`config.mk`:
```
export PLATFORM = sky130hd
export DESIGN_NAME = spram_sequencer
export DESIGN_NICKNAME = d
export VERILOG_FILES = /design/src/rtl/spram_sequencer.sv
export SDC_FILE = /design/constraint.sdc
export NUM_CORES = 1
export LEC_CHECK = 0
export BUFFER_PORTS_ARGS = -buffer_cell sky130_fd_sc_hd__buf_2
export CAP_MARGIN = 5
export CORE_AREA = 4 4 76 78
export CTS_CLUSTER_SIZE = 25
export DETAILED_ROUTE_END_ITERATION = 7
export DIE_AREA = 0 0 80 82
export GPL_ROUTABILITY_DRIVEN = 0
export GPL_TIMING_DRIVEN = 0
export HOLD_SLACK_MARGIN = 0.02
export PLACE_DENSITY = 0.7
export SYNTH_ARGS = -nofsm -noshare
export SYNTH_HDL_FRONTEND = slang
export SYNTH_SLANG_ARGS = --single-unit
export TNS_END_PERCENT = 5
```
`constraint.sdc`:
```
create_clock -name clock -period 3.6 [get_ports clock]
set_input_delay 0 -clock clock [delete_from_list [all_inputs] [get_ports clock]]
set_output_delay 0 -clock clock [all_outputs]
set_load 0.02 [all_outputs]
```
`src/rtl/spram_sequencer.sv`:
```
// Fill/verify engine for one spram instance: writes a constant pattern over
// an inclusive, wrapping address range or reads it back and checks it.
module spram_sequencer #(
    parameter int address_width = 8,
    parameter int data_width    = 8
) (
    input  logic                     clock,
    input  logic                     reset,
    input  logic                     start,
    input  logic                     op,
    input  logic [address_width-1:0] first_addr,
    input  logic [address_width-1:0] last_addr,
    input  logic [data_width-1:0]    pattern,
    output logic                     busy,
    output logic                     done,
    output logic                     error,
    output logic [address_width-1:0] error_address,
    output logic                     mem_enable,
    output logic [address_width-1:0] mem_address,
    output logic [data_width-1:0]    mem_data,
    output logic                     mem_wren,
    input  logic [data_width-1:0]    mem_q
);

    localparam logic [2:0] S_IDLE   = 3'd0;
    localparam logic [2:0] S_FILL   = 3'd1;
    localparam logic [2:0] S_VERIFY = 3'd2;
    localparam logic [2:0] S_DRAIN  = 3'd3;
    localparam logic [2:0] S_DONE   = 3'd4;

    localparam logic [address_width-1:0] ADDR_ONE =
        {{(address_width-1){1'b0}}, 1'b1};

    logic [2:0]               r_state;
    logic [address_width-1:0] r_last;
    logic [data_width-1:0]    r_pattern;
    logic                     r_rd_valid;
    logic [address_width-1:0] r_rd_addr;

    logic                     w_at_last;
    logic                     w_miss;

    assign w_at_last = (mem_address == r_last);
    // mem_q carries the word addressed one cycle earlier (tagged by r_rd_addr)
    assign w_miss    = r_rd_valid && (mem_q != r_pattern);

    always_ff @(posedge clock) begin
        if (reset) begin
            r_state       <= S_IDLE;
            r_last        <= '0;
            r_pattern     <= '0;
            r_rd_valid    <= 1'b0;
            r_rd_addr     <= '0;
            busy          <= 1'b0;
            done          <= 1'b0;
            error         <= 1'b0;
            error_address <= '0;
            mem_enable    <= 1'b0;
            mem_address   <= '0;
            mem_data      <= '0;
            mem_wren      <= 1'b0;
        end else begin
            done       <= 1'b0;
            r_rd_valid <= 1'b0;

            if (w_miss && !error) begin
                error         <= 1'b1;
                error_address <= r_rd_addr;
            end

            case (r_state)
                S_IDLE: begin
                    if (start) begin
                        r_last        <= last_addr;
                        r_pattern     <= pattern;
                        error         <= 1'b0;
                        error_address <= '0;
                        mem_address   <= first_addr;
                        mem_data      <= pattern;
                        mem_enable    <= 1'b1;
                        mem_wren      <= ~op;
                        busy          <= 1'b1;
                        r_state       <= op ? S_VERIFY : S_FILL;
                    end
                end
                S_FILL: begin
                    if (w_at_last) begin
                        mem_enable <= 1'b0;
                        mem_wren   <= 1'b0;
                        busy       <= 1'b0;
                        done       <= 1'b1;
                        r_state    <= S_DONE;
                    end else begin
                        mem_address <= mem_address + ADDR_ONE;
                    end
                end
                S_VERIFY: begin
                    r_rd_valid <= 1'b1;
                    r_rd_addr  <= mem_address;
                    if (w_at_last) begin
                        mem_enable <= 1'b0;
                        r_state    <= S_DRAIN;
                    end else begin
                        mem_address <= mem_address + ADDR_ONE;
                    end
                end
                S_DRAIN: begin
                    busy    <= 1'b0;
                    done    <= 1'b1;
                    r_state <= S_DONE;
                end
                S_DONE: begin
                    r_state <= S_IDLE;
                end
                default: begin
                    r_state <= S_IDLE;
                end
            endcase
        end
    end

endmodule

```
* Yosys cells after proc, flatten, opt, wreduce, memory -nomap -nowiden
Cells that the tools add are included.
W data, S select, Z words.
** Cells by class
- Add/subtract/negate cells :: 1
- Equal/unequal tests :: 10
- Multiplexer cells :: 23
- Bitwise logic cells :: 1
- Reduce and logical (&&, ||, !) cells :: 14
** Operators by type and width (number)
- $mux W8 :: 5
- $pmux W8 S2 :: 1
- $reduce_and A3 Y1 :: 5
- $pmux W3 S4 :: 1
- $mux W3 :: 3
- $add A8 B1 Y8 const B :: 1
- $eq A8 B8 Y1 :: 1
- $mux W1 :: 8
- $ne A2 B2 Y1 const B :: 4
- $ne A8 B8 Y1 :: 1
- $eq A3 B2 Y1 const B :: 2
- $pmux W1 S2 :: 3
- $reduce_bool A2 Y1 :: 2
- $eq A3 B1 Y1 const B :: 1
- $logic_not A3 Y1 :: 1
- $pmux W1 S3 :: 1
- $reduce_bool A3 Y1 :: 1
- $logic_and A1 B1 Y1 :: 2
- $mux W2 :: 1
- $ne A2 B1 Y1 const B :: 1
- $reduce_and A2 Y1 :: 1
- $reduce_or A2 Y1 :: 1
- $logic_not A1 Y1 :: 1
- $not A1 Y1 :: 1
** Storage, ports and cells
- Bits in registers :: 49
- Output and inout bits :: 29
- Logic and storage cells :: 61

* Depth between registers and ports, before layout
- Depth after elaboration :: 6
- Gate-level depth with buffers :: 7

* Worst setup path before layout
Ideal clock, no wire load.
- Path kind :: register -> register
- Start :: register mem_address[0]
- End :: register mem_address[1]
- Library setup time :: 0.121 ns
- Arrival time :: 1.736 ns
- Slack :: 1.743 ns
- Cell stages (with the launch flop) :: 7
- Buffers on the path :: 1
- Cells stage by stage :: dfxtp_1 -> xnor2_1 -> nand4_1 -> or2_1 -> buf_6 -> a21oi_4 -> mux2_2
** On the way
- Word-level cells in the longest chain between the ends :: 3
** RTL lines
- start, declared :: RTL line 19 : output logic [address_width-1:0] mem_address,
- start signal, assigned :: RTL line 78 : mem_address <= first_addr;
- start signal, assigned :: RTL line 94 : mem_address <= mem_address + ADDR_ONE;
- start signal, assigned :: RTL line 104 : mem_address <= mem_address + ADDR_ONE;
- $add A8 B1 Y8 or $eq A8 B8 Y1 (tied branches) :: RTL line 94, 104, 43
- $mux W8 or $ne A2 B2 Y1 (tied branches)
- $pmux W8 S2 or $reduce_and A3 Y1 (tied branches)
Parallel ways exist; a longest one is shown, timed or not. The select of a mux whose other input is x is not followed.
A chain may end at the register's enable or synchronous reset.

* Worst setup path after layout
Same ends and word-level chain as after synthesis.

==> results.yml <==
pwr:
  leakage_nw: 1.24
  p_clk_share_pct: 30.3
  power_w: 0.00156
  power.density_mw_per_mm2: 525
  pwr-share-comb_pct: 27.6
  p_switching_w: 0.000497
  irDropWorstVdd_uv: 256
  internal_power_w: 0.00106
  pwr-share-seq_pct: 42.1
  p_sw_share_pct: 32.0
die:
  die_h_um: 82
  start_util_pct: 44.4
  die_w_um: 80
  die_area_mm2: 0.00656
  core_mm2: 0.00507
  ios: 65
  num_rows: 26
logic_synthesis:
  yosysTopAreaCell: "dfxtp_1"
  syn_inst: 265
  synth_area_mm2: 0.00225
  ys_ff_latch: 49
  async_reset_ff_share_pct: 0
  synth_top_family_by_area: "simple AND/OR/NAND/NOR gates"
  synth_warnings: 0
  yosysSeqAreaShare_pct: 43.6
  synth.area.top_cells: "dfxtp_1 (44%), nand2_1 (9.7%), a21oi_1 (8.0%), xnor2_1 (6.2%), mux2i_1 (3.6%)"
  synth_edf_count: 0
  syn-num-nets: 302
  synth_simple_gate_area_share_pct: 22.6
  post_synth_num_cell_types: 41
  synth_top_area_share_pct: 43.6
  synth-xor-area-share_pct: 6.61
  syn_avg_cell_area_um2: 8.50
  synthMuxAreaShare_pct: 4.72
  synth_top_flop_cell: "dfxtp_1"
  synth_compound_area_share_pct: 17.6
  yosys.area_share.adder_pct: 0.556
sta:
  finalSetupViolCount: 0
  fmax_mhz: 507
  final.setup.worst_slack_ps: 1630
  fin_crit_ps: 1970
  hold_viol_final: 0
  tightestPinTransition_ps: 750
  finalClockSkew_ps: 2.31
  drv_slew: 0
  rsz0062_at_grt: "false"
  fin_crit_sh_pct: 54.8
  holdWs_ps: 45.8
  setup_tns_ps: 0
  slew_headroom_pct: 49.6
cts:
  clock_latency_ps: 300
  cts_resized: 0
  cts_hold_buf: 17
  htreeDepth: 2
  cts_tree: "yes"
  cts_setup_buffers: 0
  cts-root-buf: "clkbuf_8"
  clk_pin_slew_ps: 90
  cts_made_buffers: 5
  clkSinkCount: 49
  clockBufferDepth: 2
worst_hold_path:
  hold_path.class: "in -> reg"
place:
  place_area_mm2: 0.00266
  io_buffers: 63
  dpl.hpwl_um: 4030
  pre_cts_ws_ps: 1660
routing:
  routed_wl_um: 5680
  num_vias: 2144
  drc: 0
  drt_iter0_drc: 111
  drt-wirelength-per-cell_um: 13.4
  postRouteAntennaNets: 0
  drt_first_pass_iters: 4
  viasPerCell: 5.07
cells_and_area:
  fill_cells: 481
  syn2layout_area_growth_pct: 31.6
  final_nets: 389
  insertedDiodeCount: 0
  drive_above_1_share_pct: 24.9
  fin_area_mm2: 0.00296
worst_setup_path:
  start_kind: "flip-flop"
  cp_data_arrival_time_ps: 2170
  crit_buf_inv: 1
  cpMaxStageDelayCell: "dfxtp_1"
  critPathMaxStageDelay_ps: 530
  worst_setup_path_end_kind: "flip-flop"
  cp.required_ps: 3800
  worstPathCellList: "xnor2_1 -> nand4_1 -> or2_1 -> buf_6 -> a21oi_4 -> mux2_2"
  path_delay_family: "flip-flops"
  crit_type: "reg -> reg"
  path_max_fanout: 8
global_route:
  grt_pass1_wl_um: 9430
  overflow: 0
  grt_usage_pct: 18.2
  grt_max_degree: 17
  antenna_found_initial: 0
  grt_pass1_vias: 2095
job:
  drv_cap: 0
run_status:
  outcome: "finished clean"
## tightest hold or removal path: cells and delay by family
| family | cells | cell delay [ps] |
|---|---|---|
| buf+inv | 1 | 100 |
| compound gates | 2 | 210 |
## synth_stat cells (all sizes together) (4+ instances only)
| cell type | instances |
|---|---|
| buf | 8 |
| inv | 4 |
| o31a | 4 |
| o21ai | 4 |
| clkbuf | 8 |
| a21oi | 37 |
| o32ai | 6 |
| xnor2 | 16 |
| a211oi | 4 |
| mux2i | 8 |
| nor3 | 4 |
| nand2b | 8 |
| nand4 | 4 |
| nand2 | 58 |
| dfxtp | 49 |
| nor2 | 15 |
## worst paths after layout
check / startpoint / end / slack [ps] / cells after the start
setup / recovery: mem_address[0] / mem_address[1] / 1630 / 6
hold / removal: first_addr[5] / mem_address[5] / 50 / 3
setup reg to reg: mem_address[0] / mem_address[1] / 1630 / 6
hold reg to reg: r_rd_addr[0] / r_rd_addr[0] / 460 / 2
## flip-flops by register name (all words and copies together), names as in the netlist
name / flops
busy: 1
done: 1
error: 1
error_address: 8
mem_address: 8
mem_enable: 1
mem_wren: 1
r_last: 8
r_pattern: 8
r_rd_addr: 8
r_rd_valid: 1
r_state: 3
## cell type report
class | instances | area (um^2) | area share (%)
Timing Repair Buffer | 80 | 485 | 16.4
Inverter | 4 | 15.0 | 0.507
Clock inverter | 3 | 68.8 | 2.32
Buffer | 16 | 85.1 | 2.87
Tap cell | 70 | 87.6 | 2.96
Multi-Input combinational cell | 196 | 1170 | 39.5
Clock buffer | 5 | 68.8 | 2.32
Sequential cell | 49 | 981 | 33.1
## cells in the final DEF, fill, tap and decap left out, types with 2 or more instances in the layout
master	instances
dfxtp_1	49
o31a_1	4
nand3_1	3
nor2b_1	3
o21ai_0	4
nand2b_1	8
nor4_1	2
nor3_1	4
clkbuf_1	8
buf_6	2
dlygate4sd3_1	17
nand2_1	58
a211oi_1	4
a21oi_1	36
mux2i_1	8
xnor2_1	16
bufinv_16	2
buf_2	68
nor2_1	15
or2_2	2
nand4_1	4
o32ai_1	6
clkbuf_8	5
inv_1	4
## kinds of logic after synthesis
logic type | Yosys count
compound gates | 62
buf+inv | 20
simple gates | 106
mux | 10
xor+xnor | 17
flops | 49
fa+ha+maj | 1
## through the flow
stage	std cells	utilization (%)
6_report	423	58.4
5_1_grt	423	58.4
4_1_cts	423	58.4
3_5_place_dp	398	52.3
3_3_place_gp	398	52.3
2_1_floorplan	265	-
## per-layer routing
metal	GRT usage [%]	share of wire (%)	up-vias
li1	-	-	1096
met2	31.4	46	83
met1	22.1	45	959
met4	6.76	1.3	0
met3	4.28	7.5	6
met5	0	0	-
## power by group through the flow
stage | Combinational, W | Sequential (W) | Clock [W]
6_report | 0.000429 | 0.000654 | 0.000472
3_3_place_gp | 0.000408 | 0.000666 | 0
3_5_place_dp | 0.000414 | 0.000666 | 0
2_1_floorplan | 0.000263 | 0.000692 | 0
5_1_grt | 0.000470 | 0.000664 | 0.000507
4_1_cts | 0.000432 | 0.000654 | 0.000483
Note: power is estimated with default switching activity, not from simulation.
